===== src/rtl/load_store_unit_pkg.sv =====
// Shared definitions for the load/store unit: RV32I width codes, FSM state
// encodings and the request-formatting helpers used at request acceptance.
package load_store_unit_pkg;

  // funct3 width codes
  localparam logic [2:0] F3_B  = 3'b000;
  localparam logic [2:0] F3_H  = 3'b001;
  localparam logic [2:0] F3_W  = 3'b010;
  localparam logic [2:0] F3_BU = 3'b100;
  localparam logic [2:0] F3_HU = 3'b101;

  // FSM state encodings
  localparam logic [1:0] ST_IDLE = 2'd0;
  localparam logic [1:0] ST_REQ  = 2'd1;
  localparam logic [1:0] ST_WAIT = 2'd2;
  localparam logic [1:0] ST_RESP = 2'd3;

  // Width/direction/alignment legality; the address range check lives in the top.
  function automatic logic f3_legal(input logic we, input logic [2:0] f3,
                                    input logic [1:0] off);
    logic ok;
    case (f3)
      F3_B:    ok = 1'b1;
      F3_H:    ok = ~off[0];
      F3_W:    ok = (off == 2'b00);
      F3_BU:   ok = ~we;
      F3_HU:   ok = ~we & ~off[0];
      default: ok = 1'b0;
    endcase
    return ok;
  endfunction

  // Byte enables; unsigned loads share the mask of their signed twins.
  function automatic logic [3:0] byte_mask(input logic [2:0] f3, input logic [1:0] off);
    logic [3:0] m;
    case (f3[1:0])
      2'b00:   m = 4'b0001 << off;
      2'b01:   m = 4'b0011 << {off[1], 1'b0};
      default: m = 4'b1111;
    endcase
    return m;
  endfunction

  // Replicate store data across lanes so the mask alone selects the target bytes.
  function automatic logic [31:0] store_fmt(input logic [2:0] f3, input logic [31:0] wdata);
    logic [31:0] d;
    case (f3[1:0])
      2'b00:   d = {4{wdata[7:0]}};
      2'b01:   d = {2{wdata[15:0]}};
      default: d = wdata;
    endcase
    return d;
  endfunction

endpackage


===== src/rtl/lsu_load_extend.sv =====
// Load result formatting: picks the addressed byte/half from the memory word
// and sign- or zero-extends it according to funct3.
module lsu_load_extend
  import load_store_unit_pkg::*;
(
  input  logic [31:0] word,
  input  logic [1:0]  off,
  input  logic [2:0]  funct3,
  output logic [31:0] result
);

  logic [7:0]  byte_sel;
  logic [15:0] half_sel;

  assign byte_sel = word[{off, 3'b000} +: 8];
  assign half_sel = off[1] ? word[31:16] : word[15:0];

  // Extend the selected lane to 32 bits
  always_comb begin
    case (funct3)
      F3_B:    result = {{24{byte_sel[7]}}, byte_sel};
      F3_H:    result = {{16{half_sel[15]}}, half_sel};
      F3_BU:   result = {24'd0, byte_sel};
      F3_HU:   result = {16'd0, half_sel};
      default: result = word;
    endcase
  end

endmodule


===== src/rtl/load_store_unit.sv =====
// Load/store front end: accepts one core access at a time, issues a single
// memory request, waits for the registered response (bounded by TIMEOUT) and
// returns a one-cycle done pulse with optional error and extended load data.
module load_store_unit
  import load_store_unit_pkg::*;
#(
  parameter int ADDR_W  = 8,
  parameter int TIMEOUT = 15
) (
  input  logic              clk,
  input  logic              rst,
  input  logic              ls_valid,
  input  logic              ls_we,
  input  logic [2:0]        ls_funct3,
  input  logic [31:0]       ls_addr,
  input  logic [31:0]       ls_wdata,
  output logic              stall,
  output logic              done,
  output logic              err,
  output logic [31:0]       load_data,
  output logic              mem_request,
  output logic              mem_we_re,
  output logic [3:0]        mem_mask,
  output logic [ADDR_W-1:0] mem_address,
  output logic [31:0]       mem_data_in,
  input  logic              mem_valid,
  input  logic [31:0]       mem_data_out
);

  localparam int CNT_W = $clog2(TIMEOUT + 1);

  logic [1:0]        state_q, state_d;
  logic [CNT_W-1:0]  cnt_q, cnt_d;
  logic              done_q, done_d;
  logic              err_q, err_d;
  logic              req_q, req_d;
  logic              we_q, we_d;
  logic [2:0]        f3_q, f3_d;
  logic [1:0]        off_q, off_d;
  logic [3:0]        mask_q, mask_d;
  logic [ADDR_W-1:0] addr_q, addr_d;
  logic [31:0]       wdata_q, wdata_d;
  logic [31:0]       load_data_q, load_data_d;

  logic              in_range;
  logic              legal;
  logic [31:0]       ext_data;

  // Byte address must fall inside the memory's word-address window
  assign in_range = ((ls_addr >> (ADDR_W + 2)) == 32'd0);
  assign legal    = in_range & f3_legal(ls_we, ls_funct3, ls_addr[1:0]);

  lsu_load_extend u_load_extend (
    .word   (mem_data_out),
    .off    (off_q),
    .funct3 (f3_q),
    .result (ext_data)
  );

  // Next-state logic for the request FSM and its datapath registers
  always_comb begin
    state_d     = state_q;
    cnt_d       = cnt_q;
    done_d      = 1'b0;
    err_d       = 1'b0;
    req_d       = 1'b0;
    we_d        = we_q;
    f3_d        = f3_q;
    off_d       = off_q;
    mask_d      = mask_q;
    addr_d      = addr_q;
    wdata_d     = wdata_q;
    load_data_d = load_data_q;
    case (state_q)
      ST_IDLE: begin
        if (ls_valid) begin
          if (legal) begin
            state_d = ST_REQ;
            req_d   = 1'b1;
            we_d    = ls_we;
            f3_d    = ls_funct3;
            off_d   = ls_addr[1:0];
            mask_d  = byte_mask(ls_funct3, ls_addr[1:0]);
            addr_d  = ls_addr[ADDR_W+1:2];
            wdata_d = store_fmt(ls_funct3, ls_wdata);
          end else begin
            // Rejected access answers straight away without touching memory
            state_d = ST_RESP;
            done_d  = 1'b1;
            err_d   = 1'b1;
          end
        end
      end
      ST_REQ: begin
        state_d = ST_WAIT;
        cnt_d   = '0;
      end
      ST_WAIT: begin
        if (mem_valid) begin
          state_d = ST_RESP;
          done_d  = 1'b1;
          if (!we_q) load_data_d = ext_data;
        end else if (cnt_q == CNT_W'(TIMEOUT)) begin
          state_d = ST_RESP;
          done_d  = 1'b1;
          err_d   = 1'b1;
        end else begin
          cnt_d = cnt_q + CNT_W'(1);
        end
      end
      default: begin
        state_d = ST_IDLE;
      end
    endcase
  end

  // State and output registers, cleared asynchronously
  always_ff @(posedge clk or negedge rst) begin
    if (!rst) begin
      state_q     <= ST_IDLE;
      cnt_q       <= '0;
      done_q      <= 1'b0;
      err_q       <= 1'b0;
      req_q       <= 1'b0;
      we_q        <= 1'b0;
      f3_q        <= 3'd0;
      off_q       <= 2'd0;
      mask_q      <= 4'd0;
      addr_q      <= '0;
      wdata_q     <= 32'd0;
      load_data_q <= 32'd0;
    end else begin
      state_q     <= state_d;
      cnt_q       <= cnt_d;
      done_q      <= done_d;
      err_q       <= err_d;
      req_q       <= req_d;
      we_q        <= we_d;
      f3_q        <= f3_d;
      off_q       <= off_d;
      mask_q      <= mask_d;
      addr_q      <= addr_d;
      wdata_q     <= wdata_d;
      load_data_q <= load_data_d;
    end
  end

  assign stall       = ((state_q == ST_IDLE) && ls_valid) ||
                       (state_q == ST_REQ) || (state_q == ST_WAIT);
  assign done        = done_q;
  assign err         = err_q;
  assign load_data   = load_data_q;
  assign mem_request = req_q;
  assign mem_we_re   = we_q;
  assign mem_mask    = mask_q;
  assign mem_address = addr_q;
  assign mem_data_in = wdata_q;

endmodule

===== config.mk =====
export PLATFORM = sky130hd
export DESIGN_NAME = load_store_unit
export DESIGN_NICKNAME = d
export VERILOG_FILES = /design/src/rtl/load_store_unit_pkg.sv /design/src/rtl/lsu_load_extend.sv /design/src/rtl/load_store_unit.sv
export SDC_FILE = /design/constraint.sdc
export NUM_CORES = 1
export LEC_CHECK = 0
export ABC_AREA = 1
export CAP_MARGIN = 5
export CORE_UTILIZATION = 37
export CTS_BUF_LIST = sky130_fd_sc_hd__clkbuf_2
export CTS_CLUSTER_DIAMETER = 80
export DETAILED_ROUTE_END_ITERATION = 8
export GPL_ROUTABILITY_DRIVEN = 0
export PLACE_DENSITY = 0.7
export REMOVE_ABC_BUFFERS = 1
export SLEW_MARGIN = 10
export SYNTH_ARGS = -nofsm -noshare
export SYNTH_HDL_FRONTEND = slang
export SYNTH_SLANG_ARGS = --single-unit

===== constraint.sdc =====
create_clock -name clk -period 2.2 [get_ports clk]
set_input_delay 0.44 -clock clk [delete_from_list [all_inputs] [get_ports clk]]
set_output_delay 0.44 -clock clk [all_outputs]
set_load 0.02 [all_outputs]

Word level (Yosys, flattened, before mapping)

Cells that the tools add are included.

$add $sub $neg: 1
Equal/unequal tests: 15
Shift operators: 3
Mux-type cells: 23
Bitwise logic cells: 5
Reductions and logical operators: 14

Operators with widths:

| kind                                                | number |
|---|---|
| case mux 32 bit (4 select lines)                    | 1 |
| case mux 32 bit (2 select lines)                    | 1 |
| logical NOT 32 bit                                  | 1 |
| indexed part select 32 x 6 -> 8 bit                 | 1 |
| 2-to-1 mux 16 bit                                   | 1 |
| case mux 4 bit (2 select lines)                     | 2 |
| equality test 3 bit, second input constant          | 4 |
| AND reduction 3 bit                                 | 3 |
| 2-to-1 mux 1 bit                                    | 8 |
| 2-to-1 mux 2 bit                                    | 4 |
| 2-to-1 mux 4 bit                                    | 2 |
| equality test 3 x 1 -> 1 bit, second input constant | 2 |
| logical NOT 2 bit                                   | 3 |
| logical NOT 3 bit                                   | 2 |
| inequality test 2 bit, second input constant        | 3 |
| case mux 2 bit (3 select lines)                     | 1 |
| case mux 1 bit (5 select lines)                     | 1 |
| adder 4 x 1 -> 4 bit, second input constant         | 1 |
| equality test 2 x 1 -> 1 bit, second input constant | 2 |
| equality test 4 bit, second input constant          | 1 |
| case mux 1 bit (2 select lines)                     | 2 |
| << shifter 1 x 2 -> 4 bit, first input constant     | 1 |
| << shifter 2 x 2 -> 4 bit, first input constant     | 1 |
| equality test 3 x 2 -> 1 bit, second input constant | 1 |
| other kinds (8)                                     | 12 |

Register bits after elaboration: 91
Output and inout bits: 81
Word-level logic and storage cells: 73

Logic depth before layout (Yosys ltp)

Depth in word-level cells: 7
Gate-level depth with buffers: 10
Mapped depth without buffers: 9

Hierarchy

From an unflattened synthesis, not the netlist that was laid out.

Cells, all modules: 640
Area total of the unflattened synthesis: 5149.9 sq um

Modules (own cells, without submodules):

| module          | instances | cells each | area an instance (sq um) | sequential area each (sq um) |
|---|---|---|---|---|
| load_store_unit | 1         | 446        | 4095.2                   | 2277.2 |
| lsu_load_extend | 1         | 194        | 1054.8                   | 0.0 |

Worst setup path before layout

Ideal clock, no wire load.

Path type: register to register
Start: reg state_q[0]
End: reg load_data_q[26], in the netlist load_data[26]
Library setup time: 119 ps
Data arrival time: 1542 ps
Required time: 2081 ps
Setup slack: 538 ps
Stages on the path, launching flop included: 11
Path buffers: 1
Cell sequence: dfrtp_1 -> inv_1 -> ha_1 -> inv_2 -> nor2_1 -> nand2_1 -> clkinv_1 -> clkbuf_1 -> nand2_1 -> o22ai_1 -> inv_1

Cells in the longest elaborated chain, start to end: 2

RTL lines:

| element                              | RTL line               | source |
|---|---|---|
| start: declaration                   | load_store_unit.sv:32  | `logic [1:0] state_q, state_d;` |
| start signal: assignment             | load_store_unit.sv:133 | `state_q <= state_d;` |
| equality test 2 bit                  | load_store_unit.sv:74  | `case (state_q)` |
| AND reduction 3 bit (no source line) | n/a                    |  |
| end signal: assignment               | load_store_unit.sv:144 | `load_data_q <= load_data_d;` |
| end: declaration                     | load_store_unit.sv:43  | `logic [31:0] load_data_q, load_data_d;` |

No other way between the ends.
A chain may end at the register's enable or synchronous reset.

Worst setup path after layout

Start: reg load_data_q[21], in the netlist load_data[21]
End: out load_data[21]

RTL lines:

| element          | RTL line              | source |
|---|---|---|
| end: declaration | load_store_unit.sv:20 | `output logic [31:0] load_data,` |

No word-level cell between the ends.

==> results.md <==
- **status** completed
- **slew at the pin with the worst max-slew slack** 0.527 ns
- **Slew Limit Headroom** 64.8%
- **portion of total power attributed to the clock network** 14.4%
- **Placed Area** 6830 um^2
- **clk root buf** clkbuf_2
- **switching share of power** 36.9%
- **routed vias** 4845
- **floorplan die area** 13200 um^2
- **final cell utilization of the core** 57.0%
- **cell class contributing the biggest share of worst-path delay** buffers and inverters
- **vias in the first global route** 4784
- **NumNets Final** 913
- **switching power summed over all nets** 1810 uW
- **max-capacitance violation count** 0
- **part of the cycle the worst path needs** 95.5%
- **main flop type after synthesis** dfrtp_1
- **Core ar.** 12200 um^2
- **combinational fraction of design power** 42.4%
- **Critical Path Fanout Max** 2
- **Post-Syn Area** 4710 um^2
- **H-Tree Depth** 3
- **largest area contributor in the synthesized netlist** dfrtp_1
- **required time of the critical path** 1.76 ns
- **most numerous cell in the Yosys netlist** nand2_1
- **type of element launching the critical path** flop
- **height of the die** 115 um
- **power density relative to cell area** 704 nW/um^2
- **met3 layer usage reported by global route** 6.38%
- **number of slew-limit violations in the final report** 0
- **Area Overhead vs Synth** 47.7%
- **Period minus WS final** 2.10 ns
- **area of all placed cells without fillers** 6960 um^2
- **number of iterations in the first detailed-routing pass** 8
- **Port Buffers** 184
- **arrival time worst endpoint** 1.66 ns
- **stage delay of the slowest cell on the critical path** 0.62 ns
- **TritonCTS clock tree** done
- **Flop pwr share** 43.2%
- **overall die width** 115 um
- **GR Layer Usage met2** 37.7%
- **Gate Count Post-Synth** 613
- **worst skew pair latency** 0.60 ns
- **M1 GR Usage** 28.3%
- **count of filler cells inserted in the layout** 1168
- **first element of the critical path** load_data[21]
- **number of buffers created by CTS** 9
- **final wirelength** 14.3 mm
- **cell-internal power** 3090 uW
- **share of post-route cells with drive strength above 1** 7.67%
- **Min Hold Slack** 0.343 ns
- **Row Count** 40
- **initial core utilization** 38.6%
- **area share of the largest cell type after synthesis** 48.4%
- **top cells by area in the synthesized netlist** dfrtp_1 (48%), nand2_1 (14%), inv_1 (6.0%), nor2_1 (4.5%), a21oi_1 (3.8%)
- **pin count of the biggest net entering global routing** 54
- **clk sink count** 91
- **type of the worst min-delay path** in -> async
- **number of warning messages in the yosys log** 0
- **type of destination of the critical path** output port
- **Bufs and invs on worst path** 1
- **GRT Resource Usage Total** 22.7%
- **Detail Placement HPWL** 10.6 mm
- **Final Skew** 0.0401 ns
- **number of buffers between clock root and the deepest sink** 2
- **Peak supply drop** 0.000422 V
- **number of enable flip-flop cells after synthesis** 0
- **layer carrying the most global-route usage** met2
- **Leak** 0.00332 uW
- **Storage cell area** 2280 um^2
- **number of top-level pins** 185
- **via-per-instance ratio** 4.96
- **final hold viol count** 0
- **initial DRC count** 401
- **total area of multi-input combinational cells** 2030 um^2
- **cell-by-cell listing of the critical path** clkdlybuf4s50_1
- **drt wl/cell** 14.6 um
- **number of nets with antenna violations after routing** 0
- **setup TNS after final layout** 0 ns
- **post-synthesis sequential area ratio** 48.4%
- **commonest cells in the synthesized netlist** nand2_1 (173), dfrtp_1 (91), inv_1 (75)
- **Post-Syn Area per Cell** 7.68 um^2
- **ys async rst share** 100%
- **number of distinct library cell variants in the gate-level netlist after synthesis** 38
- **antenna violations before repair** 0
- **total congestion overflow after global routing** 0
- **detailed-route DRC error count** 0
- **FF+latch count, synth** 91
- **global-route wire length before repair** 23.0 mm
- **antenna fix cells** 0
- **Fmax achieved** 476 MHz
- **critical path class** reg -> out
- **Finish-stage setup viols** 0
- **slowest CP cell** clkdlybuf4s50_1
- **Reg-to-Reg Start** off_q[1]
- **register clock-pin slew on the reported worst setup and hold paths** 0.26 ns
power groups by stage:
| stage | clock (uW) | combinational (uW) | sequential, uW |
|---|---|---|---|
| CTS | 734 | 2010 | 2110 |
| finish | 705 | 2080 | 2120 |
| global route | 796 | 2270 | 2150 |
| floorplan | 0 | 702 | 2410 |
| global placement | 0 | 1940 | 2130 |
| detailed placement | 0 | 1980 | 2140 |
logic make-up after synthesis:
group | synth area share [%]
multiplexers | 0.213
AO/OA/AOI/OAI | 17.6
buffers and inverters | 9.17
AND/OR/NAND/NOR | 23.0
XOR/XNOR | 0.372
flip-flops | 48.4
adder cells (fa/ha/maj) | 1.33
area by class of cell:
cell class	count	area share, %
Tap cell	168	3.02
Sequential cell	91	32.8
Inverter	79	4.26
Multi-Input combinational cell	414	29.2
Clock buffer	11	0.792
Timing Repair Buffer	209	29.7
Clock inverter	4	0.270
timing repair:
action	in CTS	in global routing
gates resized for setup	7	7
cloned	0	0
endpoints found under the hold margin	38	0
buffers inserted	1	2
endpoints found under the setup margin	1	1
pin swaps	0	2
hold buffers	1	0
metrics by stage:
| step | worst slack (ns) | std cells | power [uW] |
|---|---|---|---|
| global placement | 0.0763 | 958 | 4070 |
| finish | 0.0990 | 976 | 4900 |
| floorplan | -0.180 | 584 | 3110 |
| global route | -0.00973 | 976 | 5220 |
| detailed placement | -0.0106 | 958 | 4130 |
| CTS | 0.0269 | 975 | 4850 |
final timing paths:
kind	slack [ns]	cells after the start	end
setup / recovery	0.1	1	load_data[21]
hold / removal	0.34	2	load_data[30]
setup reg to reg	0.36	9	load_data[19]
hold reg to reg	0.51	2	mem_address[1]
max in group asynchronous	1.15	3	state_q[1]
min in group clk	0.38	3	mem_address[6]
placed cells by master (no fill, tap or decap), types with 2 or more instances in the layout:
cell             Yosys  routed
a21oi_1             36      36
buf_12               0       3
buf_4                1      22
clkbuf_2             1      11
clkdlybuf4s50_1      0     182
clkinv_1             2       5
dfrtp_1             91      90
ha_1                 5       3
ha_4                 0       2
inv_1               75      73
inv_2                2       4
nand2_1            173     173
nand2_2              2       2
nand3_1             26      26
nor2_1              57      56
o211ai_1             8       8
o21ai_0             33      33
o21ai_1             24      24
o21ai_2             10      10
o221ai_1             4       4
o22ai_1             16      16
o31ai_1              2       2
o32ai_1              4       4
state kept, by name, summed over array words and instances, names as in the netlist, 2 cells and up:
| register | flops |
|---|---|
| f3_q | 3 |
| off_q | 2 |
| mem_data_in | 32 |
| state_q | 2 |
| load_data | 32 |
| mem_mask | 4 |
| cnt_q | 4 |
| mem_address | 8 |
layer usage:
| layer | wire length, um | vias to the layer above |
|---|---|---|
| met5 | 0 | - |
| met1 | 6000 | 2242 |
| met4 | 264 | 0 |
| li1 | - | 2363 |
| met2 | 6750 | 218 |
| met3 | 1250 | 22 |
(Power assumes the default switching activity.)
